## src/rtl/core_pkg.sv

```systemverilog
// Shared core definitions: register-file geometry, hazard FSM states, bubble/NOP encodings.
// No logic; constants and types only.
// Used by the hazard controller, pipeline registers and the forwarding unit.
package core_pkg;

  // Architectural register file: 16 registers, x0 hard-wired to zero
  localparam int REG_W = 4;
  localparam logic [REG_W-1:0] REG_ZERO = '0;

  // Hazard controller sequencing states
  typedef enum logic [1:0] {
    HZ_RUN      = 2'd0,
    HZ_MEMWAIT  = 2'd1,
    HZ_BRREPLAY = 2'd2
  } hazard_state_e;

  // Encoding loaded into IF/ID on a flush (canonical NOP: addi x0,x0,0)
  localparam logic [15:0] NOP_INSTR = 16'h0000;

  // Control bits a bubble forces in ID/EX and MEM/WB
  localparam logic BUBBLE_REGWRITE = 1'b0;
  localparam logic BUBBLE_MEMREAD  = 1'b0;
  localparam logic BUBBLE_MEMWRITE = 1'b0;

endpackage

```

## src/rtl/hazard_ctrl.sv

```systemverilog
// Pipeline sequencing: load-use bubble, taken-branch flush, data-memory wait freeze.
// Latency: outputs combinational from registered state and current inputs.
// Backpressure: dmem wait freezes PC/IF/ID/EX; a branch seen while frozen is replayed once.
module hazard_ctrl #(
  parameter int                 REG_W       = core_pkg::REG_W,
  parameter int                 TMO_W       = 8,
  parameter logic [TMO_W-1:0]   MEM_TIMEOUT = 8'd200,
  parameter int                 CNT_W       = 16
) (
  input  logic              clk,
  input  logic              rst_n,
  input  logic [REG_W-1:0]  IFID_RS1,
  input  logic [REG_W-1:0]  IFID_RS2,
  input  logic              IFID_usesRS2,
  input  logic [REG_W-1:0]  IDEX_RD,
  input  logic              IDEX_memRead,
  input  logic              EX_branchTaken,
  input  logic              dmem_req,
  input  logic              dmem_ready,
  output logic              pc_write,
  output logic              pc_selBranch,
  output logic              IFID_write,
  output logic              IFID_flush,
  output logic              IDEX_write,
  output logic              IDEX_flush,
  output logic              EXMEM_write,
  output logic              MEMWB_bubble,
  output logic              mem_error,
  output logic [CNT_W-1:0]  stall_count
);
  import core_pkg::*;

  hazard_state_e      r_state;
  hazard_state_e      w_state_nxt;
  logic               r_br_pend;
  logic               w_br_pend_nxt;
  logic [TMO_W-1:0]   r_tmo_cnt;
  logic               r_mem_error;
  logic [CNT_W-1:0]   r_stall_cnt;

  logic               w_luse;
  logic               w_mwait;
  logic               w_tmo_hit;

  // A load in EX writing a register the ID instruction reads; x0 never creates a dependency
  assign w_luse = IDEX_memRead && (IDEX_RD != '0) &&
                  ((IDEX_RD == IFID_RS1) || (IFID_usesRS2 && (IDEX_RD == IFID_RS2)));

  assign w_mwait = dmem_req && !dmem_ready;

  // Wait limit reached while memory still has not answered
  assign w_tmo_hit = (r_state == HZ_MEMWAIT) && !dmem_ready &&
                     (r_tmo_cnt >= (MEM_TIMEOUT - 1'b1));

  // Output decode and next-state selection; priority is mem wait > branch > load-use
  always_comb begin
    pc_write      = 1'b1;
    pc_selBranch  = 1'b0;
    IFID_write    = 1'b1;
    IFID_flush    = 1'b0;
    IDEX_write    = 1'b1;
    IDEX_flush    = 1'b0;
    EXMEM_write   = 1'b1;
    MEMWB_bubble  = 1'b0;
    w_state_nxt   = r_state;
    w_br_pend_nxt = r_br_pend;

    case (r_state)
      HZ_RUN: begin
        if (w_mwait) begin
          pc_write      = 1'b0;
          IFID_write    = 1'b0;
          IDEX_write    = 1'b0;
          EXMEM_write   = 1'b0;
          MEMWB_bubble  = 1'b1;
          // A branch resolving now would be lost under the freeze; remember it
          w_br_pend_nxt = EX_branchTaken;
          w_state_nxt   = HZ_MEMWAIT;
        end else if (EX_branchTaken) begin
          pc_selBranch  = 1'b1;
          IFID_flush    = 1'b1;
          IDEX_flush    = 1'b1;
        end else if (w_luse) begin
          // One bubble suffices: next cycle the load has left EX
          pc_write      = 1'b0;
          IFID_write    = 1'b0;
          IDEX_flush    = 1'b1;
        end
      end

      HZ_MEMWAIT: begin
        pc_write      = 1'b0;
        IFID_write    = 1'b0;
        IDEX_write    = 1'b0;
        w_br_pend_nxt = r_br_pend || EX_branchTaken;
        if (dmem_ready) begin
          // Access completes: let the MEM result advance, front of pipe stays held
          EXMEM_write  = 1'b1;
          MEMWB_bubble = 1'b0;
          w_state_nxt  = w_br_pend_nxt ? HZ_BRREPLAY : HZ_RUN;
        end else begin
          EXMEM_write  = 1'b0;
          MEMWB_bubble = 1'b1;
        end
      end

      HZ_BRREPLAY: begin
        // Held branch in EX still presents its target; redirect now
        pc_selBranch  = 1'b1;
        IFID_flush    = 1'b1;
        IDEX_flush    = 1'b1;
        w_br_pend_nxt = 1'b0;
        w_state_nxt   = HZ_RUN;
      end

      default: begin
        w_br_pend_nxt = 1'b0;
        w_state_nxt   = HZ_RUN;
      end
    endcase
  end

  // FSM state and pending-branch capture
  always_ff @(posedge clk or negedge rst_n) begin
    if (!rst_n) begin
      r_state   <= HZ_RUN;
      r_br_pend <= 1'b0;
    end else begin
      r_state   <= w_state_nxt;
      r_br_pend <= w_br_pend_nxt;
    end
  end

  // Wait-cycle counter: counts only while stalled on memory, saturates so it cannot wrap
  always_ff @(posedge clk or negedge rst_n) begin
    if (!rst_n) begin
      r_tmo_cnt <= '0;
    end else if ((r_state == HZ_MEMWAIT) && !dmem_ready) begin
      if (r_tmo_cnt != '1) begin
        r_tmo_cnt <= r_tmo_cnt + 1'b1;
      end
    end else begin
      r_tmo_cnt <= '0;
    end
  end

  // Sticky timeout flag; only reset clears it
  always_ff @(posedge clk or negedge rst_n) begin
    if (!rst_n) begin
      r_mem_error <= 1'b0;
    end else if (w_tmo_hit) begin
      r_mem_error <= 1'b1;
    end
  end

  // Saturating count of cycles where the PC did not advance
  always_ff @(posedge clk or negedge rst_n) begin
    if (!rst_n) begin
      r_stall_cnt <= '0;
    end else if (!pc_write && (r_stall_cnt != '1)) begin
      r_stall_cnt <= r_stall_cnt + 1'b1;
    end
  end

  assign mem_error   = r_mem_error;
  assign stall_count = r_stall_cnt;

endmodule

```

## config.mk

```make
export PLATFORM = sky130hd
export DESIGN_NAME = hazard_ctrl
export DESIGN_NICKNAME = d
export VERILOG_FILES = /design/src/rtl/core_pkg.sv /design/src/rtl/hazard_ctrl.sv
export SDC_FILE = /design/constraint.sdc
export NUM_CORES = 1
export LEC_CHECK = 0
export ABC_AREA = 0
export CAP_MARGIN = 10
export CORE_UTILIZATION = 38
export DETAILED_ROUTE_END_ITERATION = 10
export GPL_ROUTABILITY_DRIVEN = 0
export PLACE_DENSITY = 0.68
export SYNTH_ARGS = -nofsm -noshare
export SYNTH_HDL_FRONTEND = slang
export SYNTH_SLANG_ARGS = --single-unit
```

## constraint.sdc

```tcl
create_clock -name clk -period 1.5 [get_ports clk]
set_input_delay 0.3 -clock clk [delete_from_list [all_inputs] [get_ports clk]]
set_output_delay 0.3 -clock clk [all_outputs]
set_load 0.02 [all_outputs]
```

==> results_dict.tcl <==
set metrics [dict create \
    outcome "finished with violations" \
    violations "setup timing" \
    ys_warn_count 0 \
    hp-class "in -> async" \
    initial_core_util 0.406 \
    wl_per_cell_um 16.2 \
    fmax_mhz 570 \
    instances_no_fill 292 \
    netlist_instances 152 \
    reg2reg_from "r_state[1]" \
    die_w_um 65.5 \
    total_power_mw 2.64 \
    placed_area_um2 2390 \
    hold_viol 0 \
    n_antenna_cell 0 \
    dieArea_um2 4290 \
    hold_buffers 0 \
    place_ws_ns -1.10 \
    synth_edf_count 0 \
    totalWireLength_um 4720 \
    power-per-cell-area_nw_per_um2 958 \
    place_inst 282 \
    pin_count 44 \
    fin_nets 266 \
    grt_max_degree 29 \
    end_kind "primary output" \
    grt_pass1_vias 1626 \
    antenna_found_initial 0 \
    design_area_um2 2760 \
    crit_type "in -> out" \
    overflow 0 \
    dr.pass1.iters 4 \
    area_growth_pct 80.0 \
    die_h_um 65.5 \
    netlist_area_um2 1530 \
    worstPathArrival_ns 1.46 \
    fin_worst_skew_ns 0.00811 \
    relSlewSlack 0.753 \
    cts_root_buf "clkbuf_8" \
    tns_ns -4.15 \
    rsz0062_at_grt "true" \
    htreeDepth 1 \
    synth-seq-area-share 0.458 \
    postRouteAntennaNets 0 \
    cts_made_buffers 3 \
    grt_pass1_wl_um 7260 \
    drive_gt1_frac 0.537 \
    cap_violations 0 \
    drc 0 \
    r2r_end "r_tmo_cnt[3]" \
    vdd_drop_max_uv 1130 \
    final_util 0.731 \
    grt_use_total 0.222 \
    synth-seq-cells 28 \
    vias 1502 \
    fillers 278 \
    p_leak_nw 1.30 \
    async_flop_share 1.00 \
    worst_slack_ns -0.256 \
    row_count 22 \
    fin_crit_sh 1.17 \
    via_per_inst 5.14 \
    drt_iter0_drc 46 \
    clock_sinks 28 \
    syn-num-nets 173 \
    path_max_fanout 3 \
    clkTransAtPathRegs_ns 0.10 \
    min_period_ns 1.76 \
    cts_tree "yes" \
    finalSetupViolations 30 \
    clockBufferDepth 2 \
    reg2regPathDepth 9 \
    slew_viol_final 0 \
    core_area_um2 3770 \
    avgSynthCellArea_um2 10.1 \
    start_kind "input pin" \
    synth.distinct_cells 38 \
    whs_ns 0.384 \
    ys.flop_type "dfrtp_1" \
    ff2ff_setup_slack_ns -0.21 \
    insertion_delay_ns 0.29 \
    cp.required_ns 1.20 \
    worst_slew_pin_slew_ns 0.370 \
    portBuffers 43 \
    dpl.hpwl_um 3020 \
]
worst max path at each step:
stage	startpoint	endpoint	slack, ns	depth (start not counted)
after floorplan	r_state[1]	stall_count[11]	-0.10	5
after global placement	IDEX_RD[1]	IDEX_flush	-1.01	8
after detailed placement	IDEX_RD[0]	IDEX_flush	-1.10	8
after CTS	r_state[1]	pc_write	-0.26	4
after global routing	IDEX_RD[3]	pc_write	-0.30	7
final	IDEX_RD[3]	IFID_write	-0.26	7
synth_stat cells, types with 4 or more instances:
| library cell | instances | area (um^2) |
|---|---|---|
| nand3_1 | 10 | 50.1 |
| nand2_1 | 13 | 48.8 |
| xnor2_1 | 16 | 140 |
| nor3_1 | 6 | 30.0 |
| xor2_1 | 7 | 61.3 |
| dfrtp_1 | 28 | 701 |
| nor2_1 | 11 | 41.3 |
| a21oi_1 | 4 | 20.0 |
| inv_1 | 6 | 22.5 |
| and3_1 | 5 | 31.3 |
| nand4_1 | 9 | 56.3 |
registers in the layout, summed over array words and instances, names as in the netlist:
name	cells
stall_count	16
r_tmo_cnt	8
r_state	2
mem_error	1
r_br_pend	1
critical path, stage by stage:
cell and delay (ns):
buf_6 0.10, buf_6 0.11, o41ai_4 0.38, nor3_2 0.09, and4_4 0.20, nor2_4 0.14
buf_6 0.13
logic make-up after synthesis:
kind of cell | count (synthesis) | synth area share
DFF | 28 | 0.458
buffers and inverters | 11 | 0.0376
xor gates and xnor gates | 23 | 0.132
adders and majority gates | 2 | 0.0163
AOI/OAI and AO/OA | 20 | 0.114
and+or+nand+nor | 66 | 0.229
muxes | 2 | 0.0139
placed cells by master, fill, tap and decap left out, types with 7 or more instances in the layout:
master and instances:
buf_4 40, dlygate4sd2_1 21, buf_6 19, dfrtp_1 15
dfrtp_2 13, nand4_1 9, nand2_1 8, xnor2_1 8
xnor2_2 8, nand3_1 7
per-layer routing:
layer / vias to the layer above / track usage / part of all wire / routed length (um)
met1: 739 / 0.262 / 0.41 / 1950
met5: - / 0 / 0 / 0
met4: 0 / 0.0707 / 0.0093 / 44
li1: 724 / - / - / -
met2: 34 / 0.412 / 0.55 / 2580
met3: 5 / 0.0278 / 0.030 / 141
what timing repair did:
action / in CTS / in global routing
pin swaps: 42 / 24
cloned: 1 / 0
setup buffers: 4 / 1
resized for setup: 122 / 49
endpoints found under the setup margin: 47 / 34
power by group:
part / leakage [nW] / total [mW] / switching (mW) / internal (mW)
Combinational: 0.925 / 1.23 / 0.603 / 0.624
Clock: 0.0228 / 0.441 / 0.249 / 0.191
Sequential: 0.352 / 0.972 / 0.0995 / 0.873
layout make-up:
class                      instances  area, um^2  area share
sequential                        28         717       0.260
inverter                           6        22.5     0.00817
timing repair buffer              92         800       0.290
tap                               48        60.1      0.0218
multi-input combinational        114        1110       0.404
clock buffer                       4        45.0      0.0163
(Power assumes the default switching activity.)
==> edit 1 (config.mk and constraints unchanged) <==
The parameter `TMO_W` goes from 8 to 12.
--- a/src/rtl/hazard_ctrl.sv
+++ b/src/rtl/hazard_ctrl.sv
@@ -4,5 +4,5 @@
 module hazard_ctrl #(
   parameter int                 REG_W       = core_pkg::REG_W,
-  parameter int                 TMO_W       = 8,
+  parameter int                 TMO_W       = 12,
   parameter logic [TMO_W-1:0]   MEM_TIMEOUT = 8'd200,
   parameter int                 CNT_W       = 16
Check against the original RTL: same outputs for any inputs over 10 cycles, from zero or initial values and one cycle with rst_n low; that may be too few to reach the edited logic, so the function may still have changed.
==> edit 1 against the unedited design <==
- the flow still finishes with violations (setup timing)
- count of clock-buffer cells in the layout is 2 higher
- routed wire length is 8.9% higher
- sequential cell count rose by 4
- design area increased by 17%
- total power grew 16%
- setup slack improved by 0.043 ns
- hold slack worse by 0.00098 ns
- synthesized area increased by 23%
- sequential power increased by 11%
- combinational power decreased by 7%
- via count is 27% higher
==> edit 1: results <==
export IMPL_buffers=104
export IMPL_setup_violations=20
export IMPL_seqPwrFrac_pct=35.3
export IMPL_grt_usage_pct=20.41
export IMPL_synth_fa_ha_area_share_pct=1.324
export IMPL_relSlewSlack_pct=78.22
export IMPL_whs_ns=0.3829
export IMPL_h_tree_depth=2
export IMPL_irDropWorstVdd_mv=0.5143
export IMPL_rr_worst_depth=6
export IMPL_comb_power_mw=1.15
export IMPL_cts_sinks=32
export IMPL_violations="setup timing"
export IMPL_regToRegSetupSlack_ns=-0.12
export IMPL_n_all_inverters=7
export IMPL_layout_setup_ws_ns=-0.2129
export IMPL_seq_area_share_pct=25.15
export IMPL_drt_wl_total_um=5140
export IMPL_fin_crit_sh_pct=114.2
export IMPL_netlist_cell_type_count=44
export IMPL_finalSetupTns_ns=-1.969
export IMPL_cp_data_arrival_time_ns=1.41
export IMPL_p_leak_nw=1.450
export IMPL_grt_first_pass_wirelength_um=8431
export IMPL_drt_initial_drc_count=70
export IMPL_vias=1906
export IMPL_synth_compound_area_share_pct=15.68
export IMPL_synth_fp_nets=214
export IMPL_wl_per_cell_um=14.12
export IMPL_n_clock_buffer=6
export IMPL_dpl_cell_count=339
export IMPL_synthMuxAreaShare_pct=4.103
export IMPL_slowest_delay_ns=0.50
export IMPL_rr_endpoint="stall_count[12]"
export IMPL_placed_area_mm2=0.002775
export IMPL_cts_buffers=5
export IMPL_grt_start_max_net_pins=33
export IMPL_clk_pin_slew_ns=0.08
export IMPL_clk_share_pct=3.323
export IMPL_n_fill_cell=354
export IMPL_p_sw_share_pct=32.33
export IMPL_synth_area_leaders="dfrtp_1, xnor2_1, nor2_1"
export IMPL_final_layout_size_suffix_gt1_share_pct=50.84
export IMPL_buffer_area_share_pct=27.20
export IMPL_seq_area_frac_synth_pct=42.36
export IMPL_dp_hpwl_um=3355
export IMPL_skew_ns=0.01232
export IMPL_dpl_worst_slack_ns=-1.113
export IMPL_run_status="complete, but fails checks"
==> edit 1: layer usage <==
metal	routed length [um]	GRT usage [%]
met4	58	8.061
met5	0	0
met3	176	4.722
met2	2775	35.72
met1	2130	24.14
==> edit 1: worst max-delay path, delay by kind of cell <==
kind	cells	cell delay, ns
and+or+nand+nor	2	0.28
AOI/OAI and AO/OA	2	0.60
buffers and inverters	2	0.23
==> edit 1: how the worst max path moves through the flow <==
stage,start,end,slack (ns),depth (start not counted)
after floorplan,IDEX_RD[0],pc_write,-0.24,6
after global placement,IDEX_RD[3],IDEX_flush,-1.04,7
after detailed placement,IDEX_RD[3],IDEX_flush,-1.11,7
after CTS,r_state[1],pc_write,-0.20,5
after global routing,r_state[1],pc_write,-0.29,5
final,IDEX_RD[2],IFID_write,-0.21,6
==> edit 1: what timing repair did <==
action,in CTS,in global routing
gates resized for setup,135,44
cloned,1,0
setup endpoints to repair,43,33
pin swaps,29,39
hold endpoints to repair,0,0
setup buffers,12,6
==> edit 2 (config.mk and constraints unchanged) <==
Made on the original files. Re-encode `hazard_state_e` (3 states) as one-hot, 3 bits wide.
--- a/src/rtl/core_pkg.sv
+++ b/src/rtl/core_pkg.sv
@@ -9,8 +9,8 @@
 
   // Hazard controller sequencing states
-  typedef enum logic [1:0] {
-    HZ_RUN      = 2'd0,
-    HZ_MEMWAIT  = 2'd1,
-    HZ_BRREPLAY = 2'd2
+  typedef enum logic [2:0] {
+    HZ_RUN      = 3'b001,
+    HZ_MEMWAIT  = 3'b010,
+    HZ_BRREPLAY = 3'b100
   } hazard_state_e;
 
Behaviour: same outputs for any inputs over 10 cycles, from zero or initial values and one cycle with rst_n low; not proved beyond that.
==> edit 2 against the unedited design <==
- the flow still finishes with violations (setup timing)
- sequential power shrank 2.9%
- global-route usage up 1.5 points
- maximum frequency is 13% lower
- hold slack gained 0.0053 ns
- synthesized area is 8.9% higher
- clock power up 39%
- total power fell by 3.1%
- routed wire length up 11%
- sequential cell count up 1
- clock skew decreased by 0.0035 ns
- via count up 12%
- combinational power is 19% lower
- setup slack lost 0.27 ns
- design area rose by 9.9%
- largest cell class unchanged
==> edit 2: results <==
export IMPL_dpl_worst_slack_ns=-1.147
export IMPL_synth_fa_ha_area_share_pct=1.500
export IMPL_synth_xor_area_share_pct=12.08
export IMPL_clk_latency_ns=0.27
export IMPL_synth_avg_cell_area_um2=10.11
export IMPL_n_fill_cell=263
export IMPL_slowest_delay_ns=0.46
export IMPL_synthMuxAreaShare_pct=3.901
export IMPL_stdcell_count=324
export IMPL_synth_fp_nets=186
export IMPL_synth_area_leaders="dfrtp_1, xor2_1, nor2_1"
export IMPL_wl_per_cell_um=16.18
export IMPL_finalSetupTns_ns=-10.22
export IMPL_critPathSlowestCell="dfrtp_2"
export IMPL_layout_setup_ws_ns=-0.5284
export IMPL_p_leak_nw=1.450
export IMPL_vias=1686
export IMPL_crit_family="flip-flops"
export IMPL_nets=294
export IMPL_final_layout_size_suffix_gt1_share_pct=50.73
export IMPL_drt_initial_drc_count=86
export IMPL_post_cts_setup_buffers=10
export IMPL_grt_usage_pct=23.69
export IMPL_run_status="complete, but fails checks"
export IMPL_clk_pin_slew_ns=0.06
export IMPL_postCtsResizedCells=117
export IMPL_h_tree_depth=2
export IMPL_dp_hpwl_um=3459
export IMPL_violations="setup timing"
export IMPL_synth_commonest_cells="dfrtp_1, nor2_1, xor2_1"
export IMPL_worst_pin_slew_ns=0.4158
export IMPL_setup_violations=24
export IMPL_placed_area_mm2=0.002596
export IMPL_netlist_cell_type_count=39
edit 2: changes by cell type after synthesis, moves of 5 or more:
cell / delta
nand4_1: -5
nor2_1: +7
xor2_1: +11
xnor2_1: -11
edit 2: path summary, 6_finish.rpt:
path / startpoint / end / slack [ns] / depth (start not counted)
worst min register to register: mem_error / mem_error / 0.48 / 2
worst min-delay path: rst_n / r_tmo_cnt[5] / 0.39 / 2
max in group asynchronous: rst_n / r_state[0] / 0.88 / 2
worst max register to register: r_state[0] / stall_count[12] / -0.51 / 8
min in group clk: mem_error / mem_error / 0.48 / 2
worst max-delay path: r_state[1] / IFID_write / -0.53 / 6
edit 2: layer usage:
metal / vias up / global-route usage (%) / wire, um / part of all wire [%]
met3: 2 / 6.500 / 237 / 4.5
met2: 47 / 43.01 / 2803 / 53
met1: 843 / 26.89 / 2169 / 41
met5: - / 0 / 0 / 0
met4: 0 / 6.250 / 33 / 0.63
li1: 794 / - / - / -
edit 2: final cells by class:
type | instances | area [um^2] | share of cell area (%)
Sequential cell | 29 | 739.5 | 24.41
Multi-Input combinational cell | 123 | 1176 | 38.83
Clock buffer | 8 | 80.08 | 2.644
Tap cell | 50 | 62.56 | 2.065
Timing Repair Buffer | 107 | 944.7 | 31.19
Inverter | 7 | 26.28 | 0.8674
edit 2: power by group:
| part | switching [mW] | total (mW) | internal [mW] |
|---|---|---|---|
| combinational | 0.475 | 0.999 | 0.524 |
| sequential | 0.0707 | 0.944 | 0.873 |
| clock | 0.285 | 0.614 | 0.329 |
edit 2: logic make-up (layout without fill, tap and decap cells):
kind of cell             count (synthesis)  in the layout
flip-flops                              29             29
AND/OR/NAND/NOR                         78             78
XOR/XNOR                                23             23
adder cells (fa/ha/maj)                  2              2
buffers and inverters                   13            122
multiplexers                             6              6
AO/OA/AOI/OAI                           14             14
